`src/rtl/dds_pkg.sv`:
```
// Shared definitions for the DDS 3-wire serial engine: FSM state encoding,
// frame geometry, default timing, and the frame-word builder.
package dds_pkg;

  localparam int unsigned INSTR_BITS        = 8;
  localparam int unsigned DATA_BITS         = 24;
  localparam int unsigned WORD_BITS         = INSTR_BITS + DATA_BITS;
  localparam int unsigned DEF_CLK_DIV       = 4;
  localparam int unsigned DEF_IOUPD_CYCLES  = 4;

  // Half-period indices within SHIFT (two half-periods per bit).
  localparam logic [5:0] INSTR_LAST_HALF = 6'(2 * INSTR_BITS - 1);
  localparam logic [5:0] DATA_FIRST_HALF = 6'(2 * INSTR_BITS);
  localparam logic [5:0] SHIFT_LAST_HALF = 6'(2 * WORD_BITS - 1);

  typedef enum logic [2:0] {
    IDLE,
    SETUP,
    SHIFT,
    HOLD,
    UPDATE
  } dds_state_e;

  // MSB of the instruction byte is the R/W flag (1 = read on the wire).
  function automatic logic [WORD_BITS-1:0] frame_word(input logic wr,
                                                      input logic [WORD_BITS-2:0] d);
    return {~wr, d};
  endfunction

endpackage

```
`src/rtl/dds_sclk_gen.sv`:
```
// Half-period tick generator and serial clock toggle for the DDS engine.
// tick marks the last system clock of each CLK_DIV-long half-period;
// sclk flips on a tick only while toggle is high. clr returns both to idle.
module dds_sclk_gen
  import dds_pkg::*;
#(
  parameter int unsigned CLK_DIV = DEF_CLK_DIV
) (
  input  logic APB_0_axiclk,
  input  logic APB_0_aresetn,
  input  logic en,
  input  logic clr,
  input  logic toggle,
  output logic tick,
  output logic sclk
);

  localparam logic [7:0] LAST = 8'(CLK_DIV - 1);

  logic [7:0] cnt_q, cnt_d;
  logic       sclk_q, sclk_d;

  // Next-state for the half-period counter and sclk level.
  always_comb begin
    tick   = en && !clr && (cnt_q == LAST);
    cnt_d  = cnt_q;
    sclk_d = sclk_q;
    if (clr) begin
      cnt_d  = '0;
      sclk_d = 1'b0;
    end else if (en) begin
      cnt_d = tick ? '0 : cnt_q + 8'd1;
      if (tick && toggle) sclk_d = ~sclk_q;
    end
  end

  // Counter and sclk registers.
  always_ff @(posedge APB_0_axiclk or negedge APB_0_aresetn) begin
    if (!APB_0_aresetn) begin
      cnt_q  <= '0;
      sclk_q <= 1'b0;
    end else begin
      cnt_q  <= cnt_d;
      sclk_q <= sclk_d;
    end
  end

  assign sclk = sclk_q;

endmodule

```
`src/rtl/dds_serial_engine.sv`:
```
// DDS 3-wire serial engine: shifts a 32-bit instruction+data frame MSB first,
// turns the sdio pad around for reads, captures 24 read bits, and optionally
// pulses io_update after a write.
// Build option: define DDS_IO_UPDATE_EN to enable the UPDATE state / io_update.
module dds_serial_engine
  import dds_pkg::*;
#(
  parameter int unsigned CLK_DIV      = DEF_CLK_DIV,
  parameter int unsigned IOUPD_CYCLES = DEF_IOUPD_CYCLES
) (
  input  logic        APB_0_axiclk,
  input  logic        APB_0_aresetn,
  input  logic        Start,
  input  logic [31:0] DataOut,
  input  logic        WR,
  input  logic        Send,
  output logic        Busy,
  output logic [31:0] DataIn,
  output logic        sclk,
  output logic        csn,
  output logic        sdio_o,
  output logic        sdio_oe,
  input  logic        sdio_i,
  output logic        io_update
);

  dds_state_e state_q, state_d;
  logic                 busy_q, busy_d;
  logic                 csn_q, csn_d;
  logic                 oe_q, oe_d;
  logic [WORD_BITS-1:0] tx_q, tx_d;
  logic [DATA_BITS-1:0] rx_q, rx_d;
  logic [WORD_BITS-1:0] datain_q, datain_d;
  logic                 wr_q, wr_d;
  logic [5:0]           half_q, half_d;

  logic gen_en, gen_clr, gen_toggle, tick;

`ifdef DDS_IO_UPDATE_EN
  logic       send_q, send_d;
  logic [7:0] upd_cnt_q, upd_cnt_d;
  logic       io_upd_q, io_upd_d;
  logic       unused_bits;
  assign unused_bits = DataOut[31];
`else
  logic unused_bits;
  assign unused_bits = ^{DataOut[31], Send, 8'(IOUPD_CYCLES)};
`endif

  assign gen_en     = (state_q == SETUP) || (state_q == SHIFT) || (state_q == HOLD);
  assign gen_clr    = !gen_en;
  assign gen_toggle = (state_q == SHIFT);

  dds_sclk_gen #(
    .CLK_DIV(CLK_DIV)
  ) u_sclk_gen (
    .APB_0_axiclk (APB_0_axiclk),
    .APB_0_aresetn(APB_0_aresetn),
    .en           (gen_en),
    .clr          (gen_clr),
    .toggle       (gen_toggle),
    .tick         (tick),
    .sclk         (sclk)
  );

  // Transaction sequencing: latch request, shift frame, hold, optional update.
  always_comb begin
    state_d  = state_q;
    busy_d   = busy_q;
    csn_d    = csn_q;
    oe_d     = oe_q;
    tx_d     = tx_q;
    rx_d     = rx_q;
    datain_d = datain_q;
    wr_d     = wr_q;
    half_d   = half_q;
`ifdef DDS_IO_UPDATE_EN
    send_d    = send_q;
    upd_cnt_d = upd_cnt_q;
    io_upd_d  = io_upd_q;
`endif
    case (state_q)
      IDLE: begin
        if (Start) begin
          state_d = SETUP;
          busy_d  = 1'b1;
          csn_d   = 1'b0;
          oe_d    = 1'b1;
          tx_d    = frame_word(WR, DataOut[30:0]);
          wr_d    = WR;
          half_d  = '0;
`ifdef DDS_IO_UPDATE_EN
          send_d  = Send;
`endif
        end
      end
      SETUP: begin
        if (tick) state_d = SHIFT;
      end
      SHIFT: begin
        if (tick) begin
          half_d = half_q + 6'd1;
          if (!half_q[0]) begin
            // sclk rising: capture read data bits only
            if (!wr_q && (half_q >= DATA_FIRST_HALF)) rx_d = {rx_q[DATA_BITS-2:0], sdio_i};
          end else if (half_q == SHIFT_LAST_HALF) begin
            state_d = HOLD;
          end else begin
            // sclk falling: present next bit; release pad after instruction on reads
            tx_d = {tx_q[WORD_BITS-2:0], 1'b0};
            if (!wr_q && (half_q == INSTR_LAST_HALF)) oe_d = 1'b0;
          end
        end
      end
      HOLD: begin
        if (tick) begin
          csn_d = 1'b1;
          oe_d  = 1'b0;
          tx_d  = '0;
          if (!wr_q) datain_d = {{INSTR_BITS{1'b0}}, rx_q};
`ifdef DDS_IO_UPDATE_EN
          if (wr_q && send_q) begin
            state_d   = UPDATE;
            upd_cnt_d = '0;
          end else begin
            state_d = IDLE;
            busy_d  = 1'b0;
          end
`else
          state_d = IDLE;
          busy_d  = 1'b0;
`endif
        end
      end
`ifdef DDS_IO_UPDATE_EN
      // Count 0 is a one-clock gap after csn rises, then IOUPD_CYCLES high clocks.
      UPDATE: begin
        if (upd_cnt_q == 8'(IOUPD_CYCLES)) begin
          io_upd_d = 1'b0;
          state_d  = IDLE;
          busy_d   = 1'b0;
        end else begin
          io_upd_d  = 1'b1;
          upd_cnt_d = upd_cnt_q + 8'd1;
        end
      end
`endif
      default: begin
        state_d = IDLE;
        busy_d  = 1'b0;
        csn_d   = 1'b1;
        oe_d    = 1'b0;
      end
    endcase
  end

  // State and output registers; reset aborts any transaction in flight.
  always_ff @(posedge APB_0_axiclk or negedge APB_0_aresetn) begin
    if (!APB_0_aresetn) begin
      state_q   <= IDLE;
      busy_q    <= 1'b0;
      csn_q     <= 1'b1;
      oe_q      <= 1'b0;
      tx_q      <= '0;
      rx_q      <= '0;
      datain_q  <= '0;
      wr_q      <= 1'b0;
      half_q    <= '0;
`ifdef DDS_IO_UPDATE_EN
      send_q    <= 1'b0;
      upd_cnt_q <= '0;
      io_upd_q  <= 1'b0;
`endif
    end else begin
      state_q   <= state_d;
      busy_q    <= busy_d;
      csn_q     <= csn_d;
      oe_q      <= oe_d;
      tx_q      <= tx_d;
      rx_q      <= rx_d;
      datain_q  <= datain_d;
      wr_q      <= wr_d;
      half_q    <= half_d;
`ifdef DDS_IO_UPDATE_EN
      send_q    <= send_d;
      upd_cnt_q <= upd_cnt_d;
      io_upd_q  <= io_upd_d;
`endif
    end
  end

  assign Busy    = busy_q;
  assign csn     = csn_q;
  assign sdio_o  = tx_q[WORD_BITS-1];
  assign sdio_oe = oe_q;
  assign DataIn  = datain_q;
`ifdef DDS_IO_UPDATE_EN
  assign io_update = io_upd_q;
`else
  assign io_update = 1'b0;
`endif

endmodule
```
`config.mk`:
```
export PLATFORM = sky130hd
export DESIGN_NAME = dds_serial_engine
export DESIGN_NICKNAME = d
export VERILOG_FILES = /design/src/rtl/dds_pkg.sv /design/src/rtl/dds_sclk_gen.sv /design/src/rtl/dds_serial_engine.sv
export SDC_FILE = /design/constraint.sdc
export NUM_CORES = 1
export LEC_CHECK = 0
export CAP_MARGIN = 10
export CELL_PAD_IN_SITES_DETAIL_PLACEMENT = 0
export CELL_PAD_IN_SITES_GLOBAL_PLACEMENT = 2
export CORE_MARGIN = 5
export CORE_UTILIZATION = 39
export DETAILED_ROUTE_END_ITERATION = 8
export PLACE_DENSITY = 0.95
export SYNTH_ARGS = -nofsm -noshare
export SYNTH_HDL_FRONTEND = slang
export SYNTH_HIERARCHICAL = 1
export SYNTH_SLANG_ARGS = --single-unit
```
`constraint.sdc`:
```
create_clock -name APB_0_axiclk -period 8.12 [get_ports APB_0_axiclk]
set_input_delay 0.812 -clock APB_0_axiclk [delete_from_list [all_inputs] [get_ports APB_0_axiclk]]
set_output_delay 0.812 -clock APB_0_axiclk [all_outputs]
set_load 0.01 [all_outputs]
```
==> flow_metrics.env <==
export IMPL_crit_required_ns=8.34
export IMPL_drt_iter0_drc=147
export IMPL_rows=39
export IMPL_ir_worst_vdd_uv=143
export IMPL_endpoint_kind="flip-flop"
export IMPL_cp_slowest_cell="or4b_4"
export IMPL_wire_per_inst_um=15.4
export IMPL_synth_enable_flop_cells=0
export IMPL_status="finished, final reports clean"
export IMPL_place_area_mm2=0.00533
export IMPL_setup_viol=0
export IMPL_crit_buf_inv=2
export IMPL_root_buffer="clkbuf_16"
export IMPL_cts_buffer_depth=2
export IMPL_synth_cells=352
export IMPL_cts_setup_buffers=0
export IMPL_cp_max_fo=32
export IMPL_hold_viol=0
export IMPL_crit_type="flip-flop to flip-flop"
export IMPL_synth_top_cell_area_share=0.546
export IMPL_crit_chain="ha_1 > or4b_4 > nor3_1 > buf_4 > a21boi_0 > or3b_4 > nor3_4 > buf_4 > mux2_2"
export IMPL_period_share=0.392
export IMPL_synthArstFlopShare=1.00
export IMPL_pin_count=76
export IMPL_power_leakage_nw=2.63
export IMPL_viasPerCell=5.18
export IMPL_yosysWarnings=6
export IMPL_fmax_mhz=314
export IMPL_coreArea_mm2=0.0115
export IMPL_period_minus_slack_ns=3.18
export IMPL_synth_area_leaders="dfrtp_1 (55%), mux2_2 (19%), a22o_1 (5.7%)"
export IMPL_fin_util=0.490
export IMPL_clock_skew_final_ns=0.00894
export IMPL_wl_um=8660
export IMPL_avgSynthCellArea_um2=13.0
export IMPL_cts_tree="done"
export IMPL_final_nets=461
export IMPL_path_common_cell="buf_4"
export IMPL_regToRegSetupSlack_ns=4.94
export IMPL_grt_start_max_net_pins=55
export IMPL_cts_resized=0
export IMPL_portBuffers=64
export IMPL_diodes=0
export IMPL_numCtsBuffers=9
export IMPL_area_growth_pct=22.5
export IMPL_rsz0062_at_grt="false"
export IMPL_die_h_um=118
export IMPL_die_area_mm2=0.0140
export IMPL_grt_pass1_wl_um=15400
export IMPL_cts_num_sinks=101
export IMPL_hpwl_um=5830
export IMPL_synth_cell_types=43
export IMPL_clk_latency_ns=0.34
export IMPL_synth_seq_cells=101
export IMPL_drc=0
export IMPL_cts_hold_buf=0
export IMPL_initial_core_util=0.400
export IMPL_path_delay_family="simple AND/OR/NAND/NOR gates"
export IMPL_finalSetupTns_ns=0
export IMPL_crit_arrival_ns=3.40
export IMPL_drv_slew=0
export IMPL_hold_class="input port to asynchronous set/reset pin"
export IMPL_relSlewSlack=0.267
export IMPL_gr_total_overflow=0
export IMPL_ys_seq_area_frac=0.551
export IMPL_ant_nets=0
export IMPL_antenna_found_initial=0
export IMPL_gr_usage_all_layers=0.131
export IMPL_dieWidth_um=118
export IMPL_cts_htree_levels=3
export IMPL_power_density_mw_per_mm2=302
export IMPL_finish_instance_area_mm2=0.00562
export IMPL_place_congestion=0.799
export IMPL_synth_ff_type="dfrtp_1"
export IMPL_drive_gt1_frac=0.262
export IMPL_synth_area_mm2=0.00459
export IMPL_dr_total_vias=2915
export IMPL_ys_top_cells_by_count="dfrtp_1 (100), mux2_2 (79), a22o_1 (30), nor2_1 (15), nand2_1 (10)"
export IMPL_synth_most_common_cell="dfrtp_1"
export IMPL_max_cap_violations=0
export IMPL_max_stage_delay_ns=0.50
export IMPL_tightestPinTransition_ns=1.10
export IMPL_clkTransAtPathRegs_ns=0.07
export IMPL_synth_top_area_cell="dfrtp_1"
export IMPL_drt_first_pass_iters=4
export IMPL_grt_pass1_vias=3225
export IMPL_start_kind="flip-flop"
[flip-flops by register name, summed over array words and instances (netlist names)]
| name | flops |
|---|---|
| tx_q | 32 |
| DataIn | 24 |
| rx_q | 24 |
| u_sclk_gen/cnt_q | 8 |
| half_q | 6 |
| state_q | 2 |
| Busy | 1 |
| csn | 1 |
| sdio_oe | 1 |
| u_sclk_gen/sclk | 1 |
| wr_q | 1 |
[path summary, 6_finish.rpt]
| check | from | end | depth (start not counted) |
|---|---|---|---|
| max | u_sclk_gen/cnt_q[0] | tx_q[11] | 9 |
| min | APB_0_aresetn | DataIn[21] | 1 |
| max reg2reg | u_sclk_gen/cnt_q[0] | tx_q[11] | 9 |
| min reg2reg | tx_q[17] | tx_q[17] | 1 |
| max in group asynchronous | APB_0_aresetn | tx_q[12] | 2 |
| min in group APB_0_axiclk | tx_q[17] | tx_q[17] | 1 |
[logic make-up after synthesis]
family                     count (synthesis)  synth area share
DFF                                      101             0.551
AOI/OAI and AO/OA                         53            0.0878
adders and majority gates                  8            0.0218
muxes                                     84             0.205
other                                      1          0.000818
and+or+nand+nor                           62            0.0758
buffers and inverters                     35            0.0420
xor gates and xnor gates                   8            0.0153
[power by group]
part           leakage [nW]  switching, mW  total [mW]  internal [mW]
clock                 0.142          0.192       0.413          0.221
sequential             1.34         0.0690       0.684          0.615
combinational          1.14          0.287       0.602          0.315
[area by class of cell]
class	instances	area, um2
Clock buffer	10	239
Clock inverter	6	55.1
Fill cell	1026	5850
Inverter	9	33.8
Multi-Input combinational cell	224	1900
Sequential cell	101	2530
Tap cell	143	179
Timing Repair Buffer	70	683
[per-stage QoR]
stage	std cells	hold slack (ns)	power (mW)	setup WS, ns
finish	563	0.469	1.70	4.94
global route	563	0.513	1.82	4.75
CTS	563	0.489	1.73	4.93
detailed placement	547	0.495	1.31	4.94
global placement	547	0.476	1.29	4.96
floorplan	360	0.459	1.17	5.33
[per-layer routing]
metal	wire (um)	GRT usage	share of wire	up-vias
li1	-	-	-	1380
met5	0	0	0	-
met1	3810	0.160	0.44	1467
met2	4260	0.223	0.49	59
met4	142	0.0468	0.016	0
met3	440	0.0353	0.051	9
[placed cells by master (no fill, tap or decap), types with 2 or more instances in the layout]
cell type / netlist / final
a21o_1: 2 / 2
a21oi_1: 6 / 6
a22o_1: 30 / 30
buf_4: 9 / 7
clkbuf_16: 0 / 9
clkdlybuf4s50_1: 0 / 63
conb_1: 1 / 9
dfrtp_1: 100 / 100
ha_1: 8 / 8
inv_1: 9 / 9
inv_6: 0 / 2
mux2_2: 79 / 79
mux2i_1: 4 / 4
nand2_1: 10 / 10
nand2b_1: 3 / 3
nand3_1: 7 / 7
nand3b_1: 2 / 2
nand4_1: 4 / 4
nor2_1: 15 / 14
nor2b_1: 2 / 2
nor3_1: 5 / 5
nor3b_1: 3 / 3
o21ai_0: 9 / 9
or3_1: 3 / 3
xnor2_1: 5 / 5
xor2_1: 3 / 3
[worst reg2reg max path: stages (launching register included)]
cell      delay (ns)
dfrtp_1         0.43
ha_1            0.24
or4b_4          0.50
nor3_1          0.20
buf_4           0.21
a21boi_0        0.10
or3b_4          0.43
nor3_4          0.15
buf_4           0.40
mux2_2          0.41
(Power assumes the default switching activity.)
